[src/rtl/qu_rob_multi_if.sv]
// qu_rob_multi_if: dispatch, writeback and commit bundle of the multi-retire reorder buffer
interface qu_rob_multi_if #(
  parameter int DEPTH = 8,
  parameter int RETIRE_WIDTH = 2,
  parameter int DATA_WIDTH = 32,
  parameter int PHY_ADDR_WIDTH = 7
);
  localparam int AW = $clog2(DEPTH);
  localparam int CW = $clog2(DEPTH + 1);
  logic alloc_valid;
  logic alloc_ready;
  logic [AW-1:0] alloc_tag;
  logic [PHY_ADDR_WIDTH-1:0] alloc_phyreg_old;
  logic [31:0] alloc_dest;
  logic alloc_load;
  logic alloc_store;
  logic [2:0] alloc_funct3;
  logic wb_valid;
  logic [AW-1:0] wb_tag;
  logic [DATA_WIDTH-1:0] wb_value;
  logic wb_mispredict;
  logic ret_ready;
  logic [RETIRE_WIDTH-1:0] ret_valid;
  logic [RETIRE_WIDTH*DATA_WIDTH-1:0] ret_value;
  logic [RETIRE_WIDTH*32-1:0] ret_dest;
  logic [RETIRE_WIDTH*PHY_ADDR_WIDTH-1:0] ret_phyreg_old;
  logic [RETIRE_WIDTH-1:0] ret_load;
  logic [RETIRE_WIDTH-1:0] ret_store;
  logic [RETIRE_WIDTH*3-1:0] ret_funct3;
  logic flush;
  logic [CW-1:0] count;
  modport master (
    output alloc_valid, alloc_phyreg_old, alloc_dest, alloc_load, alloc_store, alloc_funct3,
    output wb_valid, wb_tag, wb_value, wb_mispredict, ret_ready,
    input alloc_ready, alloc_tag, ret_valid, ret_value, ret_dest, ret_phyreg_old,
    input ret_load, ret_store, ret_funct3, flush, count
  );
  modport slave (
    input alloc_valid, alloc_phyreg_old, alloc_dest, alloc_load, alloc_store, alloc_funct3,
    input wb_valid, wb_tag, wb_value, wb_mispredict, ret_ready,
    output alloc_ready, alloc_tag, ret_valid, ret_value, ret_dest, ret_phyreg_old,
    output ret_load, ret_store, ret_funct3, flush, count
  );
endinterface

[src/rtl/qu_rob_multi.sv]
// qu_rob_multi: reorder buffer with in-order multi-entry retire and flush on mispredicted branch
module qu_rob_multi #(
  parameter int DEPTH = 8,
  parameter int RETIRE_WIDTH = 2,
  parameter int DATA_WIDTH = 32,
  parameter int PHY_ADDR_WIDTH = 7
) (
  input logic clk,
  input logic rst_n,
  qu_rob_multi_if.slave bus
);
  localparam int AW = $clog2(DEPTH);
  localparam int CW = $clog2(DEPTH + 1);
  typedef enum logic [1:0] {EMPTY = 2'b00, EXECUTE = 2'b10, RETIRED = 2'b01} state_e;
  state_e st [DEPTH];
  logic [DATA_WIDTH-1:0] val [DEPTH];
  logic misp [DEPTH];
  logic [31:0] dest [DEPTH];
  logic [PHY_ADDR_WIDTH-1:0] pold [DEPTH];
  logic ld [DEPTH];
  logic sto [DEPTH];
  logic [2:0] f3 [DEPTH];
  logic [AW-1:0] head, tail, idx;
  logic [CW-1:0] cnt, n_ret;
  logic ok, mis, fire;
  assign bus.alloc_tag = tail;
  assign bus.count = cnt;
  assign bus.flush = bus.ret_ready && mis;
  assign bus.alloc_ready = (cnt != CW'(DEPTH)) && !bus.flush;
  assign fire = bus.alloc_valid && bus.alloc_ready;
  // a slot retires only if every older slot does and none of them is a mispredict
  always_comb begin
    idx = '0;
    ok = 1'b1;
    mis = 1'b0;
    n_ret = '0;
    bus.ret_valid = '0;
    bus.ret_value = '0;
    bus.ret_dest = '0;
    bus.ret_phyreg_old = '0;
    bus.ret_load = '0;
    bus.ret_store = '0;
    bus.ret_funct3 = '0;
    for (int i = 0; i < RETIRE_WIDTH; i++) begin
      idx = head + AW'(i);
      if (ok && st[idx] == RETIRED && CW'(i) < cnt) begin
        bus.ret_valid[i] = 1'b1;
        n_ret = n_ret + 1'b1;
        mis = misp[idx];
        ok = !misp[idx];
      end else ok = 1'b0;
      bus.ret_value[i*DATA_WIDTH +: DATA_WIDTH] = val[idx];
      bus.ret_dest[i*32 +: 32] = dest[idx];
      bus.ret_phyreg_old[i*PHY_ADDR_WIDTH +: PHY_ADDR_WIDTH] = pold[idx];
      bus.ret_load[i] = ld[idx];
      bus.ret_store[i] = sto[idx];
      bus.ret_funct3[i*3 +: 3] = f3[idx];
    end
  end
  always_ff @(posedge clk) begin
    if (!rst_n || bus.flush) begin
      for (int i = 0; i < DEPTH; i++) st[i] <= EMPTY;
      head <= '0;
      tail <= '0;
      cnt <= '0;
    end else begin
      if (bus.ret_ready) begin
        for (int i = 0; i < RETIRE_WIDTH; i++)
          if (bus.ret_valid[i]) st[head + AW'(i)] <= EMPTY;
        head <= head + AW'(n_ret);
      end
      if (bus.wb_valid && st[bus.wb_tag] == EXECUTE) begin
        st[bus.wb_tag] <= RETIRED;
        val[bus.wb_tag] <= bus.wb_value;
        misp[bus.wb_tag] <= bus.wb_mispredict;
      end
      if (fire) begin
        st[tail] <= EXECUTE;
        misp[tail] <= 1'b0;
        dest[tail] <= bus.alloc_dest;
        pold[tail] <= bus.alloc_phyreg_old;
        ld[tail] <= bus.alloc_load;
        sto[tail] <= bus.alloc_store;
        f3[tail] <= bus.alloc_funct3;
        tail <= tail + 1'b1;
      end
      cnt <= cnt + CW'(fire) - (bus.ret_ready ? n_ret : '0);
    end
  end
endmodule

[src/flat_wrapper.sv]
// flat-port wrapper written by rule: the top's interface ports become plain ports
module qu_rob_multi_flat 
#(
  parameter int DEPTH = 8,
  parameter int RETIRE_WIDTH = 2,
  parameter int DATA_WIDTH = 32,
  parameter int PHY_ADDR_WIDTH = 7
)
  (clk, rst_n, bus_alloc_valid, bus_alloc_phyreg_old, bus_alloc_dest, bus_alloc_load, bus_alloc_store, bus_alloc_funct3, bus_wb_valid, bus_wb_tag, bus_wb_value, bus_wb_mispredict, bus_ret_ready, bus_alloc_ready, bus_alloc_tag, bus_ret_valid, bus_ret_value, bus_ret_dest, bus_ret_phyreg_old, bus_ret_load, bus_ret_store, bus_ret_funct3, bus_flush, bus_count);
  qu_rob_multi_if #(.DEPTH(DEPTH), .RETIRE_WIDTH(RETIRE_WIDTH), .DATA_WIDTH(DATA_WIDTH), .PHY_ADDR_WIDTH(PHY_ADDR_WIDTH)) bus_i ();
  input logic clk;
  input logic rst_n;
  input wire logic [$bits(bus_i.alloc_valid)-1:0] bus_alloc_valid;
  input wire logic [$bits(bus_i.alloc_phyreg_old)-1:0] bus_alloc_phyreg_old;
  input wire logic [$bits(bus_i.alloc_dest)-1:0] bus_alloc_dest;
  input wire logic [$bits(bus_i.alloc_load)-1:0] bus_alloc_load;
  input wire logic [$bits(bus_i.alloc_store)-1:0] bus_alloc_store;
  input wire logic [$bits(bus_i.alloc_funct3)-1:0] bus_alloc_funct3;
  input wire logic [$bits(bus_i.wb_valid)-1:0] bus_wb_valid;
  input wire logic [$bits(bus_i.wb_tag)-1:0] bus_wb_tag;
  input wire logic [$bits(bus_i.wb_value)-1:0] bus_wb_value;
  input wire logic [$bits(bus_i.wb_mispredict)-1:0] bus_wb_mispredict;
  input wire logic [$bits(bus_i.ret_ready)-1:0] bus_ret_ready;
  output wire logic [$bits(bus_i.alloc_ready)-1:0] bus_alloc_ready;
  output wire logic [$bits(bus_i.alloc_tag)-1:0] bus_alloc_tag;
  output wire logic [$bits(bus_i.ret_valid)-1:0] bus_ret_valid;
  output wire logic [$bits(bus_i.ret_value)-1:0] bus_ret_value;
  output wire logic [$bits(bus_i.ret_dest)-1:0] bus_ret_dest;
  output wire logic [$bits(bus_i.ret_phyreg_old)-1:0] bus_ret_phyreg_old;
  output wire logic [$bits(bus_i.ret_load)-1:0] bus_ret_load;
  output wire logic [$bits(bus_i.ret_store)-1:0] bus_ret_store;
  output wire logic [$bits(bus_i.ret_funct3)-1:0] bus_ret_funct3;
  output wire logic [$bits(bus_i.flush)-1:0] bus_flush;
  output wire logic [$bits(bus_i.count)-1:0] bus_count;
  assign bus_i.alloc_valid = bus_alloc_valid;
  assign bus_i.alloc_phyreg_old = bus_alloc_phyreg_old;
  assign bus_i.alloc_dest = bus_alloc_dest;
  assign bus_i.alloc_load = bus_alloc_load;
  assign bus_i.alloc_store = bus_alloc_store;
  assign bus_i.alloc_funct3 = bus_alloc_funct3;
  assign bus_i.wb_valid = bus_wb_valid;
  assign bus_i.wb_tag = bus_wb_tag;
  assign bus_i.wb_value = bus_wb_value;
  assign bus_i.wb_mispredict = bus_wb_mispredict;
  assign bus_i.ret_ready = bus_ret_ready;
  assign bus_alloc_ready = bus_i.alloc_ready;
  assign bus_alloc_tag = bus_i.alloc_tag;
  assign bus_ret_valid = bus_i.ret_valid;
  assign bus_ret_value = bus_i.ret_value;
  assign bus_ret_dest = bus_i.ret_dest;
  assign bus_ret_phyreg_old = bus_i.ret_phyreg_old;
  assign bus_ret_load = bus_i.ret_load;
  assign bus_ret_store = bus_i.ret_store;
  assign bus_ret_funct3 = bus_i.ret_funct3;
  assign bus_flush = bus_i.flush;
  assign bus_count = bus_i.count;
  qu_rob_multi #(.DEPTH(DEPTH), .RETIRE_WIDTH(RETIRE_WIDTH), .DATA_WIDTH(DATA_WIDTH), .PHY_ADDR_WIDTH(PHY_ADDR_WIDTH)) u_core (.clk(clk), .rst_n(rst_n), .bus(bus_i));
endmodule
[config.mk]
export PLATFORM = sky130hd
export DESIGN_NAME = qu_rob_multi_flat
export DESIGN_NICKNAME = d
export VERILOG_FILES = /design/src/rtl/qu_rob_multi_if.sv /design/src/rtl/qu_rob_multi.sv /design/src/flat_wrapper.sv
export SDC_FILE = /design/constraint.sdc
export NUM_CORES = 1
export LEC_CHECK = 0
export CAP_MARGIN = 10
export CORE_MARGIN = 5
export CORE_UTILIZATION = 60
export DETAILED_ROUTE_END_ITERATION = 8
export HOLD_SLACK_MARGIN = 0.12
export PLACE_DENSITY = 0.82
export SYNTH_ARGS = -nofsm -noshare
export SYNTH_HDL_FRONTEND = slang
export SYNTH_SLANG_ARGS = --single-unit
[constraint.sdc]
create_clock -name clk -period 27.5 [get_ports clk]
set_input_delay 8.25 -clock clk [delete_from_list [all_inputs] [get_ports clk]]
set_output_delay 8.25 -clock clk [all_outputs]
set_load 0.1 [all_outputs]
# [Word-level counts from Yosys, hierarchy flattened]
# Memory sizes are Yosys's and may differ from the RTL's. A register that Yosys moved wholly into a read port is not among the register bits.
# Cells that the tools add are included.
# W data, S select, Z words.
[totals] regBits=10 latch_bits=0 ram_bits=632 rom_bits=0 in_bits=85 output_inout_bits=163 elab_cells=90 mem_count=8
[classes] addsub=6 mul=0 div_mod_pow=0 magnitude_cmp=2 eq_ne=4 shifts=0 mux=52 n_bitwise=0 reduce_logical=15
[memory_table] name="u_core.dest" words=8 word_bits=32 rd=2 rd_ports_with_merged_regs=1 wr=1 line="qu_rob_multi.sv:18" text="logic [31:0] dest [DEPTH];"
[memory_table] name="u_core.val" words=8 word_bits=32 rd=2 rd_ports_with_merged_regs=1 wr=1 line="qu_rob_multi.sv:16" text="logic [DATA_WIDTH-1:0] val [DEPTH];"
[memory_table] name="u_core.pold" words=8 word_bits=7 rd=2 rd_ports_with_merged_regs=1 wr=1 line="qu_rob_multi.sv:19" text="logic [PHY_ADDR_WIDTH-1:0] pold [DEPTH];"
[memory_table] name="u_core.f3" words=8 word_bits=3 rd=2 rd_ports_with_merged_regs=1 wr=1 line="qu_rob_multi.sv:22" text="logic [2:0] f3 [DEPTH];"
[memory_table] name="u_core.st" words=8 word_bits=2 rd=3 rd_ports_with_merged_regs=1 wr=8 line="qu_rob_multi.sv:15" text="state_e st [DEPTH];"
[memory_table] name="u_core.ld" words=8 word_bits=1 rd=2 rd_ports_with_merged_regs=1 wr=1 line="qu_rob_multi.sv:20" text="logic ld [DEPTH];"
[memory_table] name="2 more memories"
[op_table] cell="$mux W3" count=20
[op_table] cell="$mux W1" count=26
[op_table] cell="$lt A1 B4 Y1 const A" count=2
[op_table] cell="$mux W2" count=4
[op_table] cell="$mux W4" count=2
[op_table] cell="$reduce_or A2 Y1" count=4
[op_table] cell="$logic_and A1 B1 Y1" count=7
[op_table] cell="$add A3 B1 Y3 const B" count=2
[op_table] cell="$add A4 B1 Y4" count=1
[op_table] cell="$eq A2 B1 Y1 const B" count=2
[op_table] cell="$ne A4 B4 Y1 const B" count=1
[op_table] cell="$sub A4 B4 Y4" count=1
[op_table] cell="$add A3 B3 Y3" count=1
[op_table] cell="$logic_not A1 Y1" count=3
[op_table] cell="$add A1 B1 Y2 const B" count=1
[op_table] cell="$eq A2 B2 Y1 const B" count=1
[op_table] cell="$logic_or A1 B1 Y1" count=1

# [Logic depth before layout (Yosys ltp)]
# Gate-level depths: netlist of the first run.
[logic_depth] ltp_word=15 depth_mapped=17 depth_no_buf=16

# [Least setup slack after synthesis of the first run]
# OpenSTA, ideal clock, no wires.
[synth_path] kind="input-to-output" start="input bus_ret_ready" end="output bus_alloc_ready" arrival_time_ns=10.790 required_ns=19.250 setup_slack_ns=8.460 path_stages=7 path_buffers=3 path_cell_list="clkbuf_1 > and3_1 > o2bb2ai_1 > buf_4 > and2_1 > buf_4 > a21oi_1"
[synth_between] elab_chain_cells=3
[synth_lines] element="start: declaration" line="flat_wrapper.sv:23" text="input wire logic [$bits(bus_i.ret_ready)-1:0] bus_ret_ready;"
[synth_lines] element="$logic_and A1 B1 Y1" line="qu_rob_multi.sv:28" text="assign bus.flush = bus.ret_ready && mis;"
[synth_lines] element="net bus_flush" line="flat_wrapper.sv:33" text="output wire logic [$bits(bus_i.flush)-1:0] bus_flush;"
[synth_lines] element="$logic_not A1 Y1" line="qu_rob_multi.sv:29" text="assign bus.alloc_ready = (cnt != CW'(DEPTH)) && !bus.flush;"
[synth_lines] element="$logic_and A1 B1 Y1" line="qu_rob_multi.sv:29"
[synth_lines] element="end: declaration" line="flat_wrapper.sv:24" text="output wire logic [$bits(bus_i.alloc_ready)-1:0] bus_alloc_ready;"
# The timed path passes the listed nets, and every way through them passes these cells.

# [Worst setup path after layout of the first run]
[layout_path] start="input bus_ret_ready" end="output bus_flush"
[layout_between] elab_chain_cells=1
[layout_lines] element="$logic_and A1 B1 Y1" line="qu_rob_multi.sv:28"
[layout_lines] element="end: declaration" line="flat_wrapper.sv:33"
# No other way between the ends.

==> run metrics, run 1 <==
top cell type by total area after synthesis edfxtp_1; Inserted Clock Buffers 67; post-layout util 71.87%; reg-to-reg slack, setup 22.62 ns; max-cap viol count 0; Worst setup SP type input port; I/O Buffers 247; global-route wire length before repair 115.5 mm; hpwl dp 42.58 mm; outcome finished clean; mux contribution to synthesized area 16.36%; DR DRC count 0; die width 229.7 µm; Primary FF master, synth edfxtp_1; Slowest cell on crit path clkdlybuf4s50_1; Buf/Inv on CP 3; hold depth 2; met1 GRT Util 37.64%; GRT Max-Usage Layer met2; CP delay by family, top buffers and inverters; Hold Path End u_core.misp[4]; RR Endpoint u_core.bus.count[2]; PwrDens 64.96 nW/µm²; Final setup viols 0; Via density 7.157; fin crit period 19.30 ns; mapped cell area 28970 µm²; XOR/XNOR Fraction of Synth Area 0.2376%; CP most frequent cell clkdlybuf4s50_1; Compound-Gate Fraction of Synth Area 11.31%; Post-Route Setup TNS 0 ns; Synth area leaders edfxtp_1 (63%), mux4_2 (13%), mux2_2 (3.4%); R2R depth 18; largest family of logic cells by synthesized area multiplexers; CP required 19.25 ns; Post-CTS Setup Bufs 0; Hold Violations, Final 0; vias in the first global route 18725; Tcrit/Tclk final 70.17%; R2R Path Start u_core.head[0]; drt pass-1 iters 6; syn_nets 1733; Mean Syn Cell Area 17.72 µm²; CTS root buffer clkbuf_16; per-cell routed wire length 30.70 µm; leakage power total 10.86 nW; Post-Synth Simple-Gate Area 3.840%; vias 18142; Seq/Total Area, Yosys 65.58%; final clock skew 0.02198 ns; Worst-Margin Slew 1.279 ns; RSZ-0062 raised after global routing false; Core Rows 80; Post-Synthesis Cells 1635; top post-synthesis cells by count edfxtp_1 (608), mux4_2 (162), a22oi_1 (100), a22o_1 (95), a221o_1 (94); Critical Path AT 11.05 ns; Post-Synth Adder-Cell Area 0.6133%; library cells used by synthesis 61; hold_buf cts 0; worst path cell trace clkdlybuf4s50_1 -> and3_1 -> o2bb2ai_2 -> buf_4 -> and2_1 -> clkdlybuf4s50_1; asr flop ratio synth 0%; Hold Path Class flip-flop to flip-flop; total power 2.229 mW; initial DRC count 2311; largest net degree at the start of global routing 69; Clk Latency, worst-skew pair 0.60 ns; Placeable Area 47750 µm²; buffer depth of the longest clock path 3; TritonCTS clock tree yes; Syn-to-layout area delta 18.45%; crit-path max FO 13; fill count 2923; most numerous cell in the Yosys netlist edfxtp_1; number of H-tree levels 3; clock tree sinks 645; share of the synthesized area in the top cell type 63.02%; met2 Use GR 48.72%; Top-Level Pins 248; M3 GR Usage 7.081%; starting density of the core 60.67%; gpl congestion 0.9456; Total GRT Usage 28.89%; HP Start u_core.misp[4]; fin. max-slew vios 0; post-CTS resize count 0; number of synthesized flops with an enable pin 608; total gr overflow 0; layout cell share with drive strength beyond 1 23.77%; Seq cells post-synth 645; nets 1961; Slowest Stage Delay on Critical Path 1.21 ns; drt total wl 77.84 mm; Routed Antenna Nets 0; DIE HEIGHT 229.7 µm; Crit. End Element output port; Clock Pin Slew Worst Setup and Hold Paths 0.06 ns; Slew headroom 14.28%; Fmax achieved 51.82 MHz; CP Class input port to output port; Ys Warns 0; initial antenna violation count 8; Die ar. 52780 µm²; Worst VDD drop 0.07575 mV
## tightest hold or removal path: cells and delay by family, from the launching register on
| kind | cells | cell delay [ns] |
|---|---|---|
| flip-flops | 1 | 0.33 |
| AO/OA/AOI/OAI | 2 | 0.12 |
## routing by layer
layer | part of all wire [%] | vias up
li1 | - | 7459
met1 | 36 | 9288
met2 | 50 | 1216
met3 | 11 | 171
met4 | 2.7 | 8
met5 | 0.045 | -
## how the worst max path moves through the flow
stage                  start         endpoint  slack (ns)  cells after the start
2_1_floorplan  bus_ret_ready  bus_alloc_ready        8.46                      7
3_3_place_gp   bus_ret_ready        bus_flush        8.26                      6
3_5_place_dp   bus_ret_ready        bus_flush        8.23                      6
4_1_cts        bus_ret_ready        bus_flush        8.20                      6
5_1_grt        bus_ret_ready        bus_flush        8.12                      6
6_report       bus_ret_ready        bus_flush        8.20                      6
## through the flow
| step | hold WS, ns | setup slack (ns) | instance area (µm²) | cells |
|---|---|---|---|---|
| after floorplan | 0.4468 | 8.460 | 28970 | 1635 |
| after global placement | 0.4585 | 8.255 | 32160 | 2409 |
| after detailed placement | 0.4849 | 8.230 | 32160 | 2409 |
| after CTS | 0.4929 | 8.205 | 34300 | 2529 |
| after global routing | 0.5159 | 8.118 | 34310 | 2532 |
| final | 0.4904 | 8.204 | 34310 | 2535 |
## power breakdown
| part | total, mW | internal [mW] | switching, mW | leakage, nW |
|---|---|---|---|---|
| Combinational | 0.229 | 0.0673 | 0.162 | 4.02 |
| Clock | 0.889 | 0.525 | 0.364 | 1.06 |
| Sequential | 1.11 | 1.10 | 0.0139 | 5.78 |
## sequential cells by signal, summed over array words and instances, names as in the netlist, 8 cells and up, named ones only
register	flops
u_core.f3	24
u_core.ld	8
u_core.dest	256
u_core.misp	8
u_core.sto	8
u_core.val	256
u_core.pold	56
u_core.st	16
## logic make-up after synthesis
kind of cell / after synthesis
muxes: 258
and+or+nand+nor: 194
xor gates and xnor gates: 7
adders and majority gates: 13
buffers and inverters: 139
AOI/OAI and AO/OA: 379
DFF: 645
## area by class of cell
| class | count | area (µm²) | share of cell area (%) |
|---|---|---|---|
| flip-flops and latches | 645 | 19010 | 55.40 |
| multi-input cells | 851 | 9572 | 27.90 |
| clock inverters | 38 | 365.4 | 1.065 |
| diodes | 6 | 15.01 | 0.04376 |
| clock buffers | 82 | 1775 | 5.174 |
| repair buffers | 285 | 2758 | 8.037 |
| inverters | 13 | 48.80 | 0.1422 |
| well taps | 615 | 769.5 | 2.243 |
## cells in the final DEF (no fill, tap or decap), types with 9 or more instances in the layout
| cell | netlist | final |
|---|---|---|
| or2_2 | 23 | 23 |
| clkinv_1 | 0 | 12 |
| buf_4 | 3 | 38 |
| mux4_2 | 162 | 162 |
| nand2_1 | 38 | 38 |
| or3_1 | 9 | 9 |
| a22oi_1 | 100 | 100 |
| o21ai_0 | 16 | 16 |
| mux2_2 | 87 | 87 |
| clkdlybuf4s50_1 | 0 | 247 |
| nor2_4 | 0 | 12 |
| clkbuf_1 | 80 | 13 |
| clkbuf_16 | 0 | 69 |
| nor2b_1 | 10 | 10 |
| nor2_1 | 29 | 17 |
| a22o_1 | 95 | 95 |
| nand2b_1 | 9 | 9 |
| a221o_1 | 94 | 94 |
| dfxtp_1 | 37 | 34 |
| clkinv_2 | 0 | 15 |
| nand3b_1 | 49 | 49 |
| inv_1 | 13 | 13 |
| ha_1 | 11 | 11 |
| edfxtp_1 | 608 | 608 |
| nand3_1 | 9 | 9 |
No activity file was read; power rests on OpenSTA's default activity.
==> inputs of run 2 (changes only) <==
--- a/config.mk
+++ b/config.mk
@@ -7,10 +7,10 @@
 export LEC_CHECK = 0
 export CAP_MARGIN = 10
 export CORE_MARGIN = 5
-export CORE_UTILIZATION = 60
+export CORE_UTILIZATION = 58
 export DETAILED_ROUTE_END_ITERATION = 8
 export HOLD_SLACK_MARGIN = 0.12
-export PLACE_DENSITY = 0.82
+export PLACE_DENSITY = 0.8
 export SYNTH_ARGS = -nofsm -noshare
 export SYNTH_HDL_FRONTEND = slang
 export SYNTH_SLANG_ARGS = --single-unit
==> constraint.sdc (replaced) <==
create_clock -name clk -period 18.2 [get_ports clk]
set_input_delay 5.46 -clock clk [delete_from_list [all_inputs] [get_ports clk]]
set_output_delay 5.46 -clock clk [all_outputs]
set_load 0.1 [all_outputs]
==> run 2 against run 1 <==
Net effect:
- setup slack got worse by 4.1 ns
- final area rose by 0.20%
- largest power group unchanged
- largest cell class unchanged
- count of clock-buffer cells in the layout grew 8
- register-to-register slack worse by 9.5 ns
- highest routed layer unchanged
- via count up 0.20%
- critical path depth decreased by 1
==> run metrics, run 2 (same netlist as run 1, synthesis figures left out) <==
outcome finished clean (unchanged); largest registers u_core.dest (256), u_core.val (256), u_core.pold (56) (unchanged); dpl ws 4.148 ns (was 8.230 ns); gpl congestion 0.8698 (was 0.9456); CTS root buffer clkbuf_16 (unchanged); Final setup viols 0 (unchanged); Net Sw Frac 24.14% (was 24.19%); Placeable Area 49760 µm² (was 47750 µm²); DIE HEIGHT 233.5 µm (was 229.7 µm); clock share of power 39.9% (about the same); per-cell routed wire length 30.25 µm (was 30.70 µm); final clock skew 0.02867 ns (was 0.02198 ns); RSZ-0062 raised after global routing false (unchanged); nets 1964 (was 1961); number of H-tree levels 3 (unchanged); sequential share of power 49.8% (about the same); Tcrit/Tclk final 77.29%; Worst-Margin Slew 1.144 ns (was 1.279 ns); Inserted Clock Buffers 68 (was 67); drt pass-1 iters 5 (was 6); Core Rows 82 (was 80); Placed Area 32240 µm² (was 32160 µm²); global-route wire length before repair 116.0 mm (was 115.5 mm); PwrDens 98.00 nW/µm² (was 64.96 nW/µm²); fill count 3112 (was 2923); drt total wl 78.36 mm (was 77.84 mm); total gr overflow 0 (unchanged); post-CTS resize count 0 (unchanged); placed cell count 2468 (was 2409); CP Class input port to output port (unchanged); TritonCTS clock tree yes (unchanged); CP required 12.74 ns (was 19.25 ns); largest net degree at the start of global routing 67 (was 69); clock tree sinks 645 (unchanged); Crit. End Element output port (unchanged); most frequent cells in the layout edfxtp_1 (608), clkdlybuf4s50_1 (247), mux4_2 (162) (unchanged); hpwl dp 42.12 mm (was 42.58 mm); Hold Violations, Final 0 (unchanged); vias 18179 (was 18142); max-cap viol count 0 (unchanged); buffer depth of the longest clock path 3 (unchanged); initial DRC count 2115 (was 2311); initial antenna violation count 11 (was 8); Worst setup SP type input port (unchanged); DR DRC count 0 (unchanged); post-route setup slack 4.132 ns (was 8.204 ns); Top-Level Pins 248 (unchanged); Comb pwr share 10.3% (about the same); final non-filler cell total 2590 (was 2535); P_int 2.556 mW (was 1.690 mW); Clock Pin Slew Worst Setup and Hold Paths 0.06 ns (about the same); total power 3.370 mW (was 2.229 mW); layout cell share with drive strength beyond 1 23.34% (was 23.77%); starting density of the core 58.22% (was 60.67%); Worst VDD drop 0.09636 mV (was 0.07575 mV); Multi-input gate area 9568 µm² (was 9572 µm²); Die ar. 54520 µm² (was 52780 µm²); Critical Path AT 8.61 ns (was 11.05 ns); hold_buf cts 0 (unchanged); Clk Latency, worst-skew pair 0.61 ns (was 0.60 ns); leakage power total 10.84 nW (was 10.86 nW); Post-Route Setup TNS 0 ns (unchanged); post-route cell area 34380 µm² (was 34310 µm²); I/O Buffers 247 (unchanged); switching power 813.3 µW (was 539.3 µW); most common cell after layout, fill and taps aside edfxtp_1 (unchanged); fin. max-slew vios 0 (unchanged); fin crit period 14.07 ns; FF/Latch Area 19010 µm² (unchanged); Fmax achieved 71.09 MHz; Routed Antenna Nets 0 (unchanged); crit-path max FO 13 (unchanged); vias in the first global route 18944 (was 18725); Hold Path Class flip-flop to flip-flop (unchanged); Slew headroom 23.51% (was 14.28%); Via density 7.019 (was 7.157); Syn-to-layout area delta 18.69% (was 18.45%); die width 233.5 µm (was 229.7 µm); Post-CTS Setup Bufs 0 (unchanged); Total GRT Usage 28.62% (was 28.89%)
[run 2: power groups by stage]
stage | clock network, mW | registers (mW) | logic, mW
after floorplan | 0 | 1.73 | 0.214
after global placement | 0 | 1.71 | 0.339
after detailed placement | 0 | 1.71 | 0.344
after CTS | 1.36 | 1.68 | 0.346
after global routing | 1.42 | 1.68 | 0.359
final | 1.35 | 1.68 | 0.346
[run 2: per-stage QoR]
step                      util (%)  hold slack (ns)
after CTS                    69.08           0.4752
after detailed placement     64.79           0.4655
final                        69.10           0.4767
after global routing         69.09           0.4955
after global placement       64.79           0.4584
after floorplan                  -           0.4468
[run 2: layout make-up]
type	count	area share [%]
flip-flops and latches	645	55.29
well taps	672	2.445
clock buffers	90	5.375
diodes	3	0.02183
repair buffers	287	8.064
inverters	13	0.1419
clock inverters	29	0.8370
multi-input cells	851	27.83
[run 2: final timing paths]
check / from / end / slack [ns] / depth (start not counted)
setup / recovery: bus_ret_ready / bus_flush / 4.13 / 5
hold / removal: u_core.misp[7] / u_core.misp[7] / 0.48 / 2
setup reg to reg: u_core.head[0] / u_core.bus.count[2] / 13.16 / 18
hold reg to reg: u_core.misp[7] / u_core.misp[7] / 0.48 / 2
[run 2: per-layer routing]
metal	GRT usage [%]	vias to the layer above	part of all wire, %	wire length (µm)
met1	36.07	9426	36	28290
met2	48.33	1091	51	39630
met5	0	-	0.087	68
li1	-	7455	-	-
met3	7.779	195	10	8014
met4	10.11	12	3.0	2363
[run 2: worst max-delay path, stage by stage]
cell	delay, ns
clkdlybuf4s50_1	0.64
nand3b_1	0.13
o2bb2ai_2	0.76
and2_1	0.41
clkdlybuf4s50_1	1.20
